$ cat src/rtl/shift_alu_pkg.sv
// Shared constants for the sequential shift-then-ALU datapath:
// ALU opcodes, shift modes, FSM state encoding and NZCV flag positions.
package shift_alu_pkg;

    // ALU operation select
    localparam logic [2:0] ALU_ADD = 3'b000;
    localparam logic [2:0] ALU_SUB = 3'b001;
    localparam logic [2:0] ALU_AND = 3'b010;
    localparam logic [2:0] ALU_ORR = 3'b011;
    localparam logic [2:0] ALU_XOR = 3'b100;

    // Shift mode select
    localparam logic [1:0] SH_LSL = 2'b00;
    localparam logic [1:0] SH_LSR = 2'b01;
    localparam logic [1:0] SH_ASR = 2'b10;
    localparam logic [1:0] SH_ROR = 2'b11;

    // Bit positions inside the 4-bit {N,Z,C,V} flag vector
    localparam int FLAG_N = 3;
    localparam int FLAG_Z = 2;
    localparam int FLAG_C = 1;
    localparam int FLAG_V = 0;

    // Sequencer states
    typedef enum logic [1:0] {
        ST_IDLE  = 2'b00,
        ST_SHIFT = 2'b01,
        ST_EXEC  = 2'b10,
        ST_DONE  = 2'b11
    } state_t;

endpackage

$ cat src/rtl/shift_alu_seq_alu.sv
// Combinational ALU with NZCV flag generation. SUB is computed as
// a + ~b + 1 so that the carry-out directly means "no borrow".
module alu_core
    import shift_alu_pkg::*;
#(
    parameter int WIDTH = 5
) (
    input  logic [WIDTH-1:0] a,
    input  logic [WIDTH-1:0] b,
    input  logic [2:0]       alu_control,
    output logic [WIDTH-1:0] y,
    output logic [3:0]       flags
);

    logic [WIDTH:0] sum_ext;
    logic [WIDTH:0] dif_ext;

    // Both adder paths are always computed; carry is the extra top bit.
    assign sum_ext = {1'b0, a} + {1'b0, b};
    assign dif_ext = {1'b0, a} + {1'b0, ~b} + {{WIDTH{1'b0}}, 1'b1};

    // Operation select and flag formation.
    always_comb begin
        y     = b;
        flags = 4'b0000;
        case (alu_control)
            ALU_ADD: begin
                y             = sum_ext[WIDTH-1:0];
                flags[FLAG_C] = sum_ext[WIDTH];
                // Same-sign operands producing an opposite-sign result overflowed.
                flags[FLAG_V] = (a[WIDTH-1] == b[WIDTH-1]) && (y[WIDTH-1] != a[WIDTH-1]);
            end
            ALU_SUB: begin
                y             = dif_ext[WIDTH-1:0];
                flags[FLAG_C] = dif_ext[WIDTH];
                // Differing-sign operands whose result sign departs from a overflowed.
                flags[FLAG_V] = (a[WIDTH-1] != b[WIDTH-1]) && (y[WIDTH-1] != a[WIDTH-1]);
            end
            ALU_AND: y = a & b;
            ALU_ORR: y = a | b;
            ALU_XOR: y = a ^ b;
            default: y = b;
        endcase
        flags[FLAG_N] = y[WIDTH-1];
        flags[FLAG_Z] = (y == '0);
    end

endmodule

$ cat src/rtl/shift_alu_seq.sv
// Sequential shift-then-ALU unit. Operand a is shifted one bit per cycle
// (so out-of-range shift amounts saturate naturally for LSL/LSR/ASR and
// wrap for ROR), then combined with b. Latency from accepted start to the
// done pulse is shamt+2 edges.
module shift_alu_seq
    import shift_alu_pkg::*;
#(
    parameter  int WIDTH = 5,
    localparam int SHW   = $clog2(WIDTH)
) (
    input  logic             clk,
    input  logic             reset,
    input  logic             start,
    input  logic [WIDTH-1:0] a,
    input  logic [WIDTH-1:0] b,
    input  logic [2:0]       alu_control,
    input  logic [1:0]       shift_mode,
    input  logic [SHW-1:0]   shamt,
    output logic             busy,
    output logic             done,
    output logic [WIDTH-1:0] result,
    output logic [3:0]       alu_flags
);

    state_t           state_q;
    state_t           state_d;
    logic [WIDTH-1:0] sh_q;
    logic [WIDTH-1:0] b_q;
    logic [2:0]       op_q;
    logic [1:0]       mode_q;
    logic [SHW-1:0]   cnt_q;
    logic [WIDTH-1:0] alu_y;
    logic [3:0]       alu_f;

    // One-position shift step; ROR moves bit 0 into the MSB.
    function automatic logic [WIDTH-1:0] shift1(input logic [WIDTH-1:0] v,
                                                input logic [1:0]       mode);
        case (mode)
            SH_LSL:  shift1 = {v[WIDTH-2:0], 1'b0};
            SH_LSR:  shift1 = {1'b0, v[WIDTH-1:1]};
            SH_ASR:  shift1 = {v[WIDTH-1], v[WIDTH-1:1]};
            default: shift1 = {v[0], v[WIDTH-1:1]};
        endcase
    endfunction

    alu_core #(.WIDTH(WIDTH)) u_alu (
        .a           (sh_q),
        .b           (b_q),
        .alu_control (op_q),
        .y           (alu_y),
        .flags       (alu_f)
    );

    // State register.
    always_ff @(posedge clk or posedge reset) begin
        if (reset) state_q <= ST_IDLE;
        else       state_q <= state_d;
    end

    // Next-state logic; start only matters in IDLE.
    always_comb begin
        state_d = state_q;
        case (state_q)
            ST_IDLE:  if (start) state_d = ST_SHIFT;
            ST_SHIFT: if (cnt_q == '0) state_d = ST_EXEC;
            ST_EXEC:  state_d = ST_DONE;
            default:  state_d = ST_IDLE;
        endcase
    end

    assign busy = (state_q != ST_IDLE);
    assign done = (state_q == ST_DONE);

    // Operand latch, iterative shifter and result/flag registers.
    always_ff @(posedge clk or posedge reset) begin
        if (reset) begin
            sh_q      <= '0;
            b_q       <= '0;
            op_q      <= '0;
            mode_q    <= '0;
            cnt_q     <= '0;
            result    <= '0;
            alu_flags <= '0;
        end else begin
            case (state_q)
                ST_IDLE: begin
                    if (start) begin
                        sh_q   <= a;
                        b_q    <= b;
                        op_q   <= alu_control;
                        mode_q <= shift_mode;
                        cnt_q  <= shamt;
                    end
                end
                ST_SHIFT: begin
                    if (cnt_q != '0) begin
                        sh_q  <= shift1(sh_q, mode_q);
                        cnt_q <= cnt_q - 1'b1;
                    end
                end
                ST_EXEC: begin
                    result    <= alu_y;
                    alu_flags <= alu_f;
                end
                default: ;
            endcase
        end
    end

endmodule
$ cat config.mk
export PLATFORM = sky130hd
export DESIGN_NAME = shift_alu_seq
export DESIGN_NICKNAME = d
export VERILOG_FILES = /design/src/rtl/shift_alu_pkg.sv /design/src/rtl/shift_alu_seq_alu.sv /design/src/rtl/shift_alu_seq.sv
export SDC_FILE = /design/constraint.sdc
export NUM_CORES = 1
export LEC_CHECK = 0
export CORE_ASPECT_RATIO = 1.2
export CORE_UTILIZATION = 55
export DETAILED_ROUTE_END_ITERATION = 10
export DONT_BUFFER_PORTS = 1
export HOLD_SLACK_MARGIN = 0.06
export PLACE_DENSITY = 0.73
export SYNTH_ARGS = -nofsm -noshare
export SYNTH_HDL_FRONTEND = slang
export SYNTH_SLANG_ARGS = --single-unit
export TNS_END_PERCENT = 1
$ cat constraint.sdc
create_clock -name clk -period 2 [get_ports clk]
set_input_delay 0.1 -clock clk [delete_from_list [all_inputs] [get_ports clk]]
set_output_delay 0.1 -clock clk [all_outputs]
set_load 0.05 [all_outputs]
## After elaboration in Yosys (flattened, before gate mapping)

Cells that the tools add are included.

| storage, ports and cells | value |
|---|---|
| input bits | 21 |
| register bits after elaboration | 29 |

| operators by class | value |
|---|---|
| muxes and demuxes | 12 |
| reduce and logical (&&, ||, !) cells | 14 |
| bitwise logic cells | 4 |
| eq/ne operators | 17 |
| add/sub/neg operators | 4 |

Operator list:

| kind | count |
|---|---|
| one-hot mux 5 bit (5 select lines) | 1 |
| one-hot mux 5 bit (3 select lines) | 1 |
| adder 5 x 5 -> 6 bit | 2 |
| 2-to-1 mux 5 bit | 2 |
| one-hot mux 5 bit (2 select lines) | 1 |
| != test 2 bit (second input constant) | 4 |
| adder 6 x 1 -> 6 bit (second input constant) | 1 |
| == test 2 bit (second input constant) | 3 |
| == test 3 x 2 -> 1 bit (second input constant) | 2 |
| logical NOT 3 bit | 2 |
| 2-to-1 mux 3 bit | 2 |
| one-hot mux 2 bit (3 select lines) | 1 |
| one-hot mux 3 bit (2 select lines) | 1 |
| AND 5 bit | 1 |
| logical NOT 5 bit | 1 |
| inverter 5 bit | 1 |
| bitwise OR 5 bit | 1 |
| XOR 5 bit | 1 |
| == test 2 x 1 -> 1 bit (second input constant) | 2 |
| logical NOT 2 bit | 2 |
| 2-to-1 mux 2 bit | 2 |
| one-hot mux 2 bit (2 select lines) | 1 |
| AND reduction 2 bit | 2 |
| AND reduction 4 bit | 1 |
| 9 further kinds | 13 |

## Logic depth before layout (Yosys ltp)

Gate-level depths: netlist of run 1.

| depth | value |
|---|---|
| depth in word-level cells | 6 |
| gate-level depth with buffers | 9 |

## Hierarchy

A second synthesis of run 1 with hierarchy kept.

| unflattened totals | value |
|---|---|
| cells, all modules | 232 |
| area, all modules | 2284.7 um^2 |

By module, submodules not included:

| module | area an instance (um^2) | instances | sequential area each (um^2) | cells each |
|---|---|---|---|---|
| shift_alu_seq | 1421.4 | 1 | 725.7 | 114 |
| alu_core | 863.3 | 1 | 0.0 | 118 |

## Worst setup path before layout of run 1

OpenSTA, ideal clock, no wires.

| path | value |
|---|---|
| path type | register to register |
| start point | reg sh_q[0] |
| end point | reg result[4] |
| buffers on the path | 0 |
| library setup time | 125 ps |
| stages on the path, launching flop included | 10 |
| path slack | -30 ps |
| data arrival time | 1905 ps |
| required time | 1875 ps |
| cells stage by stage | dfrtp_1 inv_1 ha_1 fa_1 o21bai_1 a21oi_2 a2bb2oi_2 xnor2_1 o31ai_2 mux2_2 |

| on the way | value |
|---|---|
| cells in the longest elaborated chain, start to end | 3 |
| elaborated cells on any way between the ends | 4 |

Ends and longest elaborated chain:

| element | RTL line | RTL |
|---|---|---|
| start: declaration | shift_alu_seq.sv:27 | `logic [WIDTH-1:0] sh_q;` |
| start signal: assignment | shift_alu_seq.sv:97 | `sh_q <= shift1(sh_q, mode_q);` |
| adder 5 x 5 -> 6 bit | shift_alu_seq_alu.sv:20 | `assign dif_ext = {1'b0, a} + {1'b0, ~b} + {{WIDTH{1'b0}}, 1'b1};` |
| adder 6 x 1 -> 6 bit | shift_alu_seq_alu.sv:20 |  |
| one-hot mux 5 bit (5 select lines) * | shift_alu_seq_alu.sv:26 | `case (alu_control)` |
| end signal: assignment | shift_alu_seq.sv:102 | `result <= alu_y;` |
| end: declaration | shift_alu_seq.sv:21 | `output logic [WIDTH-1:0] result,` |

Mark *: on every way between the ends. The rest lies on a longest branch, timed or not.
A chain may end at the register's enable or synchronous reset.

## Final worst setup path of run 1

| path | value |
|---|---|
| start point | reg sh_q[0] |
| end point | reg alu_flags[2] |

| on the way | value |
|---|---|
| cells in the longest elaborated chain, start to end | 4 |
| elaborated cells on any way between the ends | 8 |

Ends and longest elaborated chain:

| element | RTL line | RTL |
|---|---|---|
| adder 5 x 5 -> 6 bit | shift_alu_seq_alu.sv:20 |  |
| adder 6 x 1 -> 6 bit | shift_alu_seq_alu.sv:20 |  |
| one-hot mux 5 bit (5 select lines) * | shift_alu_seq_alu.sv:26 |  |
| logical NOT 5 bit * | shift_alu_seq_alu.sv:45 | `flags[FLAG_Z] = (y == '0);` |
| end signal: assignment | shift_alu_seq.sv:103 | `alu_flags <= alu_f;` |
| end: declaration | shift_alu_seq.sv:22 | `output logic [3:0] alu_flags` |

Marks and branches as above.

==> out/results.tsv, run 1 <==
stage	metric	value	unit
detailed_routing	final_antenna_net_count	0	
detailed_routing	totalWireLength	5110	um
setup_path	slowest_delay	0.42	ns
timing	tightest_slew	0.625	ns
run_status	status	finished, violations left	
setup_path	worst-path-buf-inv	1	
logic_synthesis	syn_area	2090	sq um
global_routing	grtUsageTotal	27.0	%
detailed_routing	wire_per_inst	15.9	um
layout	area_delta_synth_final	24.3	%
floorplanning	ios	32	
logic_synthesis	synth_cells	229	
flow_run	max_cap_violations	0	
global_routing	grt_start_max_net_pins	29	
logic_synthesis	synth_top_area_share	33.5	%
placement	dp_worst_setup_slack	-0.131	ns
timing	finalCritPeriodShare	106	%
timing	max_freq	470	MHz
logic_synthesis	synth_edf_count	0	
min_path	hold-path-cell-count	2	
layout	nets	315	
setup_path	critPathSlowestCell	dfrtp_1	
clocking	cts_tree	yes	
clocking	numClockSinks	28	
timing	rsz0062_at_grt	true	
clocking	clk_pin_slew	0.10	ns
detailed_routing	via_per_inst	5.50	
clocking	htree_levels	1	
layout	num_antenna_cells	0	
clocking	insertion_delay	0.28	ns
global_routing	grt_first_pass_wirelength	8360	um
detailed_routing	remaining_drc_errors	0	
layout	instances_no_fill	322	
setup_path	path_class	flip-flop to flip-flop	
floorplanning	initial_utilization	57.6	%
timing	min_period	2.13	ns
clocking	root_buffer	clkbuf_8	
timing	clock-skew-final	0.00270	ns
logic_synthesis	synthArstFlopShare	100	%
logic_synthesis	synthDistinctLibCells	49	
logic_synthesis	avgSynthCellArea	9.14	sq um
detailed_routing	drt_iter0_markers	70	
floorplanning	dieArea	4060	sq um
logic_synthesis	synth_nets	273	
setup_path	cp_top_family	compound AO/OA/AOI/OAI gates	
global_routing	antenna_found_initial	0	
placement	portBuffers	0	
clocking	clock_path_buffers	2	
global_routing	grt_overflow	0	
detailed_routing	firstDrtPassIters	4	
timing	fin_ws	-0.129	ns
setup_path	endpoint_kind	flip-flop	
setup_path	crit_fanout	3	
timing	finalSetupViolCount	3	
setup_path	rr_worst_depth	9	
logic_synthesis	synth_top_cell_by_area	dfrtp_1	
logic_synthesis	synth.ff_latch_count	28	
layout	final_util	71.6	%
logic_synthesis	yosys-top-cells-count	dfrtp_1 (28), inv_1 (27), ha_1 (21), a21oi_1 (16), nor2_1 (16)	
logic_synthesis	synth_area_leaders	dfrtp_1 (33%), ha_1 (13%), mux2_2 (7.5%), inv_1 (4.8%), a21oi_1 (3.8%)	
logic_synthesis	synth_flop_cell	dfrtp_1	
timing	drv_slew	0	
logic_synthesis	yosysMostFrequentCell	dfrtp_1	
placement	dp.cells	296	
floorplanning	die_x	58.3	um
timing	finalHoldViolCount	0	
setup_path	crit_arrival	2.32	ns
placement	gp_congestion	0.931	
setup_path	critPathRequiredTime	2.19	ns
layout	layout-drive-gt1-share	27.0	%
clocking	cts_buffers	3	
detailed_routing	num_vias	1772	
min_path	hp-class	input pin to flip-flop	
logic_synthesis	ys_seq_area_share	33.5	%
floorplanning	coreArea	3630	sq um
run_status	violations	negative setup slack	
timing	relSlewSlack	58.3	%
setup_path	worstSetupPathDepth	9	
floorplanning	rows	24	
placement	place.detailed.hpwl	3480	um
floorplanning	die_h	69.6	um
global_routing	grt_pass1_vias	1825	
setup_path	crit_chain	inv_2 -> ha_4 -> fa_2 -> and2_4 -> nor3_2 -> o21bai_2 -> a21oi_2 -> nand3_1 -> o32ai_2	
setup_path	startpoint_type	flip-flop	
logic_synthesis	ys_warn_count	0	
-- cells in the final DEF (no fill, tap or decap), types with 5 or more instances in the layout --
| cell type | instances |
|---|---|
| a21oi_2 | 5 |
| ha_1 | 20 |
| buf_4 | 30 |
| inv_1 | 26 |
| nand2_1 | 13 |
| nor2_1 | 15 |
| o211ai_1 | 7 |
| dfrtp_1 | 26 |
| o21ai_0 | 13 |
| nand3_1 | 5 |
| a21oi_1 | 13 |
| dlygate4sd3_1 | 18 |
| mux2_2 | 13 |
-- what timing repair did --
action                                  in CTS  in global routing
buffers inserted                             3                  1
pin swaps                                    6                  9
hold buffers                                18                  0
hold endpoints to repair                    45                  0
resized for setup                            8                 10
endpoints found under the setup margin       3                  7
-- worst reg2reg max path, stage by stage (launching register included) --
cell,delay [ns]
dfrtp_1,0.42
inv_2,0.07
ha_4,0.16
fa_2,0.33
and2_4,0.17
nor3_2,0.20
o21bai_2,0.12
a21oi_2,0.20
nand3_1,0.11
o32ai_2,0.24
-- routing by layer --
metal / wire length [um] / track usage (%)
met2: 2720 / 48.1
met1: 2100 / 33.4
met4: 55 / 7.67
met3: 227 / 3.36
met5: 0 / 0
-- kinds of logic after synthesis --
kind of cell | after synthesis | share of synthesized area [%]
buf+inv | 39 | 8.67
flops | 28 | 33.5
fa+ha+maj | 23 | 14.5
compound gates | 72 | 23.4
simple gates | 50 | 11.1
mux | 16 | 8.49
xor+xnor | 1 | 0.419
-- metrics by stage --
stage               hold slack, ns  TNS, ns  area [sq um]
floorplan                    0.165        0          2090
global placement            0.0809  -0.0586          2280
detailed placement          0.0828   -0.278          2280
CTS                         0.0660   -0.250          2560
global route                0.0775   -0.711          2600
finish                      0.0632   -0.329          2600
-- registers in the layout (all words and copies together) (netlist names) --
register and flops:
cnt_q 3, sh_q 5, result 5, op_q 3, b_q 5, mode_q 2
state_q 2, alu_flags 3
-- worst paths after layout --
check / start / slack, ns / end
max: sh_q[0] / -0.13 / alu_flags[2]
min: shamt[2] / 0.06 / cnt_q[2]
max reg2reg: sh_q[0] / -0.13 / alu_flags[2]
min reg2reg: cnt_q[1] / 0.55 / cnt_q[1]
max in group asynchronous: reset / 1.38 / b_q[1]
min in group asynchronous: reset / 0.32 / result[1]
-- final cells by class --
type                       instances  area (sq um)
fill                             264          1030
tap                               52          65.1
clock buffer                       4          55.1
inverter                          28           105
sequential                        28           703
multi-input combinational        162          1270
timing repair buffer              48           405
Power of run 1 is not shown: default switching activity piles up to over one toggle a cycle in this logic, so the estimate is an artifact.
==> run 2, diff against run 1 <==
CORE_UTILIZATION = 57   (was 55)
PLACE_DENSITY = 0.75   (was 0.73)
RECOVER_POWER = 100   (was not set)
==> out/results.tsv, run 2 (synthesis results as in run 1) <==
stage	metric	value	unit	change
layout	area_delta_synth_final	22.8	%	was 24.3%
detailed_routing	via_per_inst	6.06		was 5.50
timing	drv_slew	0		unchanged
setup_path	path_class	flip-flop to flip-flop		unchanged
clocking	cts_buffers	3		unchanged
clocking	root_buffer	clkbuf_8		unchanged
layout	fillCellCount	240		was 264
detailed_routing	totalWireLength	5200	um	was 5110 um
timing	clock-skew-final	0.00944	ns	was 0.00270 ns
detailed_routing	remaining_drc_errors	2		was 0
floorplanning	dieArea	3920	sq um	was 4060 sq um
setup_path	crit_arrival	2.27	ns	was 2.32 ns
floorplanning	die_h	68.4	um	was 69.6 um
run_status	violations	design-rule violations, negative setup slack		was negative setup slack
timing	fin_ws	-0.0947	ns	was -0.129 ns
timing	finalCritPeriodShare	105	%	was 106%
layout	final_util	75.0	%	was 71.6%
global_routing	grt_overflow	0		unchanged
setup_path	critPathRequiredTime	2.18	ns	was 2.19 ns
placement	place.detailed.hpwl	3450	um	was 3480 um
floorplanning	ios	32		unchanged
run_status	status	finished, violations left		unchanged
timing	rsz0062_at_grt	true		unchanged
min_path	hp-start	shamt[2]		unchanged
global_routing	grt_pass1_vias	1812		was 1,825
flow_run	max_cap_violations	0		unchanged
timing	tns	-0.194	ns	was -0.329 ns
floorplanning	rows	23		was 24
timing	finalSetupViolCount	3		unchanged
detailed_routing	wire_per_inst	17.0	um	was 15.9 um
layout	final_cell_mix	dfrtp_1 (28), inv_1 (27), buf_4 (24), ha_1 (19), dlygate4sd3_1 (18)		was buf_4 (30), inv_1 (26), dfrtp_1 (26), ha_1 (20), dlygate4sd3_1 (18)
global_routing	grt_first_pass_wirelength	8300	um	was 8360 um
min_path	hp-class	input pin to flip-flop		unchanged
layout	top_regs	b_q: 5 flops, result: 5 flops, sh_q: 5 flops		unchanged
clocking	insertion_delay	0.29	ns	was 0.28 ns
clocking	numClockSinks	28		unchanged
timing	min_period	2.09	ns	was 2.13 ns
timing	tightest_slew	1.15	ns	was 0.625 ns
layout	layout_commonest_cell	dfrtp_1		was buf_4
placement	portBuffers	0		unchanged
clocking	cts_tree	yes		unchanged
detailed_routing	drt_iter0_markers	85		was 70
timing	max_freq	477	MHz	was 470 MHz
setup_path	critPathLaunch	b_q[0]		was sh_q[0]
clocking	clock_path_buffers	2		unchanged
setup_path	crit_fanout	4		was 3
global_routing	grtUsageTotal	28.2	%	was 27.0%
layout	nets	314		was 315
setup_path	rr_worst_depth	8		was 9
detailed_routing	num_vias	1853		was 1,772
timing	finalHoldViolCount	0		unchanged
setup_path	endpoint_kind	flip-flop		unchanged
global_routing	grt_start_max_net_pins	29		unchanged
setup_path	r2r_start	b_q[0]		was sh_q[0]
layout	layout-drive-gt1-share	24.9	%	was 27.0%
floorplanning	coreArea	3420	sq um	was 3630 sq um
detailed_routing	firstDrtPassIters	7		was 4
clocking	clk_pin_slew	0.11	ns	was 0.10 ns
setup_path	startpoint_type	flip-flop		unchanged
timing	relSlewSlack	23.3	%	was 58.3%
min_path	hold-path-cell-count	2		unchanged
global_routing	antenna_found_initial	0		unchanged
placement	gp_congestion	0.932		was 0.931
layout	num_antenna_cells	0		unchanged
floorplanning	die_x	57.3	um	was 58.3 um
clocking	htree_levels	1		unchanged
floorplanning	initial_utilization	61.1	%	was 57.6%
detailed_routing	final_antenna_net_count	0		unchanged
## run 2: changes by cell type in the layout (fill, tap and decap cells not counted), moves of 2 or more
cell      delta
o21ai_1      -2
clkbuf_1     +2
dfrtp_2      -2
buf_4        -6
clkbuf_2     +2
dfrtp_1      +2
ha_2         +2
## run 2: cell type report
class                      count  area, sq um  share of cell area, %
clock inverter                 1         30.0                   1.17
sequential                    28          701                   27.3
tap                           37         46.3                   1.80
clock buffer                   3         41.3                   1.61
timing repair buffer          47          398                   15.5
inverter                      28          105                   4.09
multi-input combinational    162         1250                   48.6
## run 2: what timing repair did
item / in CTS / in global routing
gates resized for setup: 6 / 7
hold buffers: 18 / 0
setup buffers: 2 / 1
hold endpoints to repair: 45 / 0
gates cloned: 0 / 0
setup endpoints to repair: 3 / 5
pin swaps: 4 / 1
## run 2: per-layer routing
layer  up-vias  global-route usage (%)  share of wire, %
met1       909                    34.7                42
met5         -                       0                 0
li1        880                       -                 -
met2        50                    51.2                52
met4         0                    8.84               2.3
met3        14                    4.16               4.1
## run 2: path summary, 6_finish.rpt
path	to	slack (ns)
setup / recovery	result[4]	-0.09
setup reg to reg	result[4]	-0.09
min in group asynchronous	b_q[0]	0.43
hold reg to reg	cnt_q[1]	0.54
hold / removal	cnt_q[2]	0.07
max in group asynchronous	sh_q[4]	1.11
## run 2: through the flow
step	std cells	setup slack, ns	area (sq um)	hold slack [ns]
after floorplan	229	0.00447	2090	0.165
after global placement	281	-0.0247	2270	0.0787
after detailed placement	281	-0.0653	2270	0.0858
after CTS	305	-0.0190	2550	0.0850
after global routing	306	-0.193	2570	0.0926
final	306	-0.0947	2570	0.0675
## run 2: worst max-delay path, stage by stage (launching register included)
cell       delay [ns]
dfrtp_1          0.45
ha_2             0.21
fa_2             0.34
o21bai_1         0.19
a21oi_2          0.10
a2bb2oi_2        0.14
xnor2_1          0.18
o31ai_2          0.08
mux2_2           0.28
Power of run 2 is left out for the same reason.
==> run 3, diff against run 2 <==
REMOVE_ABC_BUFFERS = 1   (was not set)
==> out/results.tsv, run 3 (synthesis results as in run 1) <==
stage	metric	value	unit	change
floorplanning	die_h	68.4	um	unchanged
placement	dp.cells	285		was 281
detailed_routing	drt_iter0_markers	59		was 85
clocking	cts_buffers	3		unchanged
floorplanning	rows	23		unchanged
setup_path	rrSetupSlack	-0.04	ns	was -0.09 ns
timing	fin_ws	-0.0431	ns	was -0.0947 ns
setup_path	crit_fanout	2		was 4
placement	gp_congestion	0.917		was 0.932
floorplanning	initial_utilization	61.1	%	unchanged
clocking	cts_tree	yes		unchanged
layout	num_antenna_cells	0		unchanged
min_path	hp-start	shamt[2]		unchanged
timing	relSlewSlack	22.5	%	was 23.3%
clocking	insertion_delay	0.28	ns	was 0.29 ns
layout	nets	315		was 314
global_routing	grt_overflow	0		unchanged
run_status	violations	negative setup slack		was design-rule violations, negative setup slack
setup_path	critPathLaunch	sh_q[0]		was b_q[0]
layout	instances_no_fill	307		was 306
timing	tightest_slew	1.17	ns	was 1.15 ns
setup_path	endpoint_kind	flip-flop		unchanged
setup_path	rr_worst_depth	9		was 8
setup_path	startpoint_type	flip-flop		unchanged
timing	drv_slew	0		unchanged
floorplanning	coreArea	3420	sq um	unchanged
layout	layout-drive-gt1-share	27.4	%	was 24.9%
timing	min_period	2.04	ns	was 2.09 ns
placement	portBuffers	0		unchanged
detailed_routing	wire_per_inst	16.7	um	was 17.0 um
global_routing	grtUsageTotal	28.1	%	was 28.2%
layout	final_util	75.6	%	was 75.0%
global_routing	grt_first_pass_wirelength	8280	um	was 8300 um
timing	timing.hold.ws	0.145	ns	was 0.0675 ns
timing	finalHoldViolCount	0		unchanged
placement	place.detailed.hpwl	3620	um	was 3450 um
layout	final_cell_mix	inv_1 (26), dfrtp_1 (26), buf_4 (25), ha_1 (18), dlygate4sd3_1 (18)		was dfrtp_1 (28), inv_1 (27), buf_4 (24), ha_1 (19), dlygate4sd3_1 (18)
min_path	hold-path-cell-count	2		unchanged
floorplanning	die_x	57.3	um	unchanged
setup_path	timing.rr.end	result[4]		unchanged
flow_run	max_cap_violations	0		unchanged
detailed_routing	final_antenna_net_count	0		unchanged
clocking	root_buffer	clkbuf_8		unchanged
clocking	post-cts-setup-buffers	0		was 2
layout	area_delta_synth_final	23.7	%	was 22.8%
run_status	status	finished, violations left		unchanged
detailed_routing	firstDrtPassIters	4		was 7
global_routing	grt_pass1_vias	1880		was 1,812
global_routing	grt_start_max_net_pins	29		unchanged
layout	top_regs	b_q: 5 flops, result: 5 flops, sh_q: 5 flops		unchanged
clocking	numClockSinks	28		unchanged
min_path	hp-class	input pin to flip-flop		unchanged
setup_path	critPathRequiredTime	2.18	ns	about the same
detailed_routing	num_vias	1813		was 1,853
timing	max_freq	489	MHz	was 477 MHz
clocking	clk_pin_slew	0.11	ns	about the same
floorplanning	ios	32		unchanged
detailed_routing	totalWireLength	5140	um	was 5200 um
floorplanning	dieArea	3920	sq um	unchanged
timing	rsz0062_at_grt	true		unchanged
clocking	htree_levels	1		unchanged
detailed_routing	remaining_drc_errors	0		was 2
layout	fillCellCount	238		was 240
detailed_routing	via_per_inst	5.91		was 6.06
clocking	clock_path_buffers	2		unchanged
timing	finalCritPeriodShare	102	%	was 105%
setup_path	crit_arrival	2.22	ns	was 2.27 ns
setup_path	r2r_start	sh_q[0]		was b_q[0]
setup_path	path_class	flip-flop to flip-flop		unchanged
global_routing	antenna_found_initial	0		unchanged
setup_path	critPathCapture	result[4]		unchanged
timing	finalSetupViolCount	2		was 3
timing	clock-skew-final	0.00979	ns	was 0.00944 ns
-- run 3: routing by layer --
layer	part of all wire, %	up-vias	global-route usage (%)	routed length [um]
li1	-	875	-	-
met2	55	47	56.3	2840
met3	3.1	17	3.21	158
met4	3.0	0	12.2	153
met1	39	874	29.5	1990
met5	0	-	0	0
-- run 3: metrics by stage --
| stage | setup TNS (ns) | setup slack (ns) | cell area [sq um] |
|---|---|---|---|
| 4_1_cts | -0.107 | -0.0509 | 2560 |
| 5_1_grt | -0.580 | -0.208 | 2590 |
| 6_report | -0.0854 | -0.0431 | 2590 |
| 2_1_floorplan | -0.0307 | -0.0307 | 2020 |
| 3_5_place_dp | -0.117 | -0.0677 | 2290 |
| 3_3_place_gp | -0.0282 | -0.0247 | 2290 |
-- run 3: area by class of cell --
cell class	count	area (sq um)	share of cell area, %
flip-flops and latches	28	703	27.2
clock buffers	3	41.3	1.60
well taps	37	46.3	1.79
inverters	28	105	4.06
multi-input cells	162	1270	49.1
clock inverters	1	30.0	1.16
repair buffers	48	390	15.1
-- run 3: how the worst min path moves through the flow --
stage                   end  slack (ns)
5_1_grt            cnt_q[2]        0.15
6_report           cnt_q[2]        0.14
4_1_cts            cnt_q[2]        0.08
2_1_floorplan  alu_flags[0]        0.17
3_5_place_dp      result[2]        0.08
3_3_place_gp        op_q[1]        0.08
-- run 3: what timing repair did --
action                     4_1_cts  5_1_grt
pin swaps                        3        2
gates resized for setup          8       13
setup endpoints to repair        5        8
hold buffers                    18        0
hold endpoints to repair        45        0
-- run 3: worst max-delay path: stages (launching register included) --
cell and delay (ns):
dfrtp_1 0.38, inv_1 0.06, ha_1 0.22, fa_2 0.39
o21bai_4 0.14, a21oi_2 0.09, a2bb2oi_2 0.14, xnor2_1 0.17
o31ai_2 0.09, mux2_2 0.27
Power of run 3 is left out for the same reason.
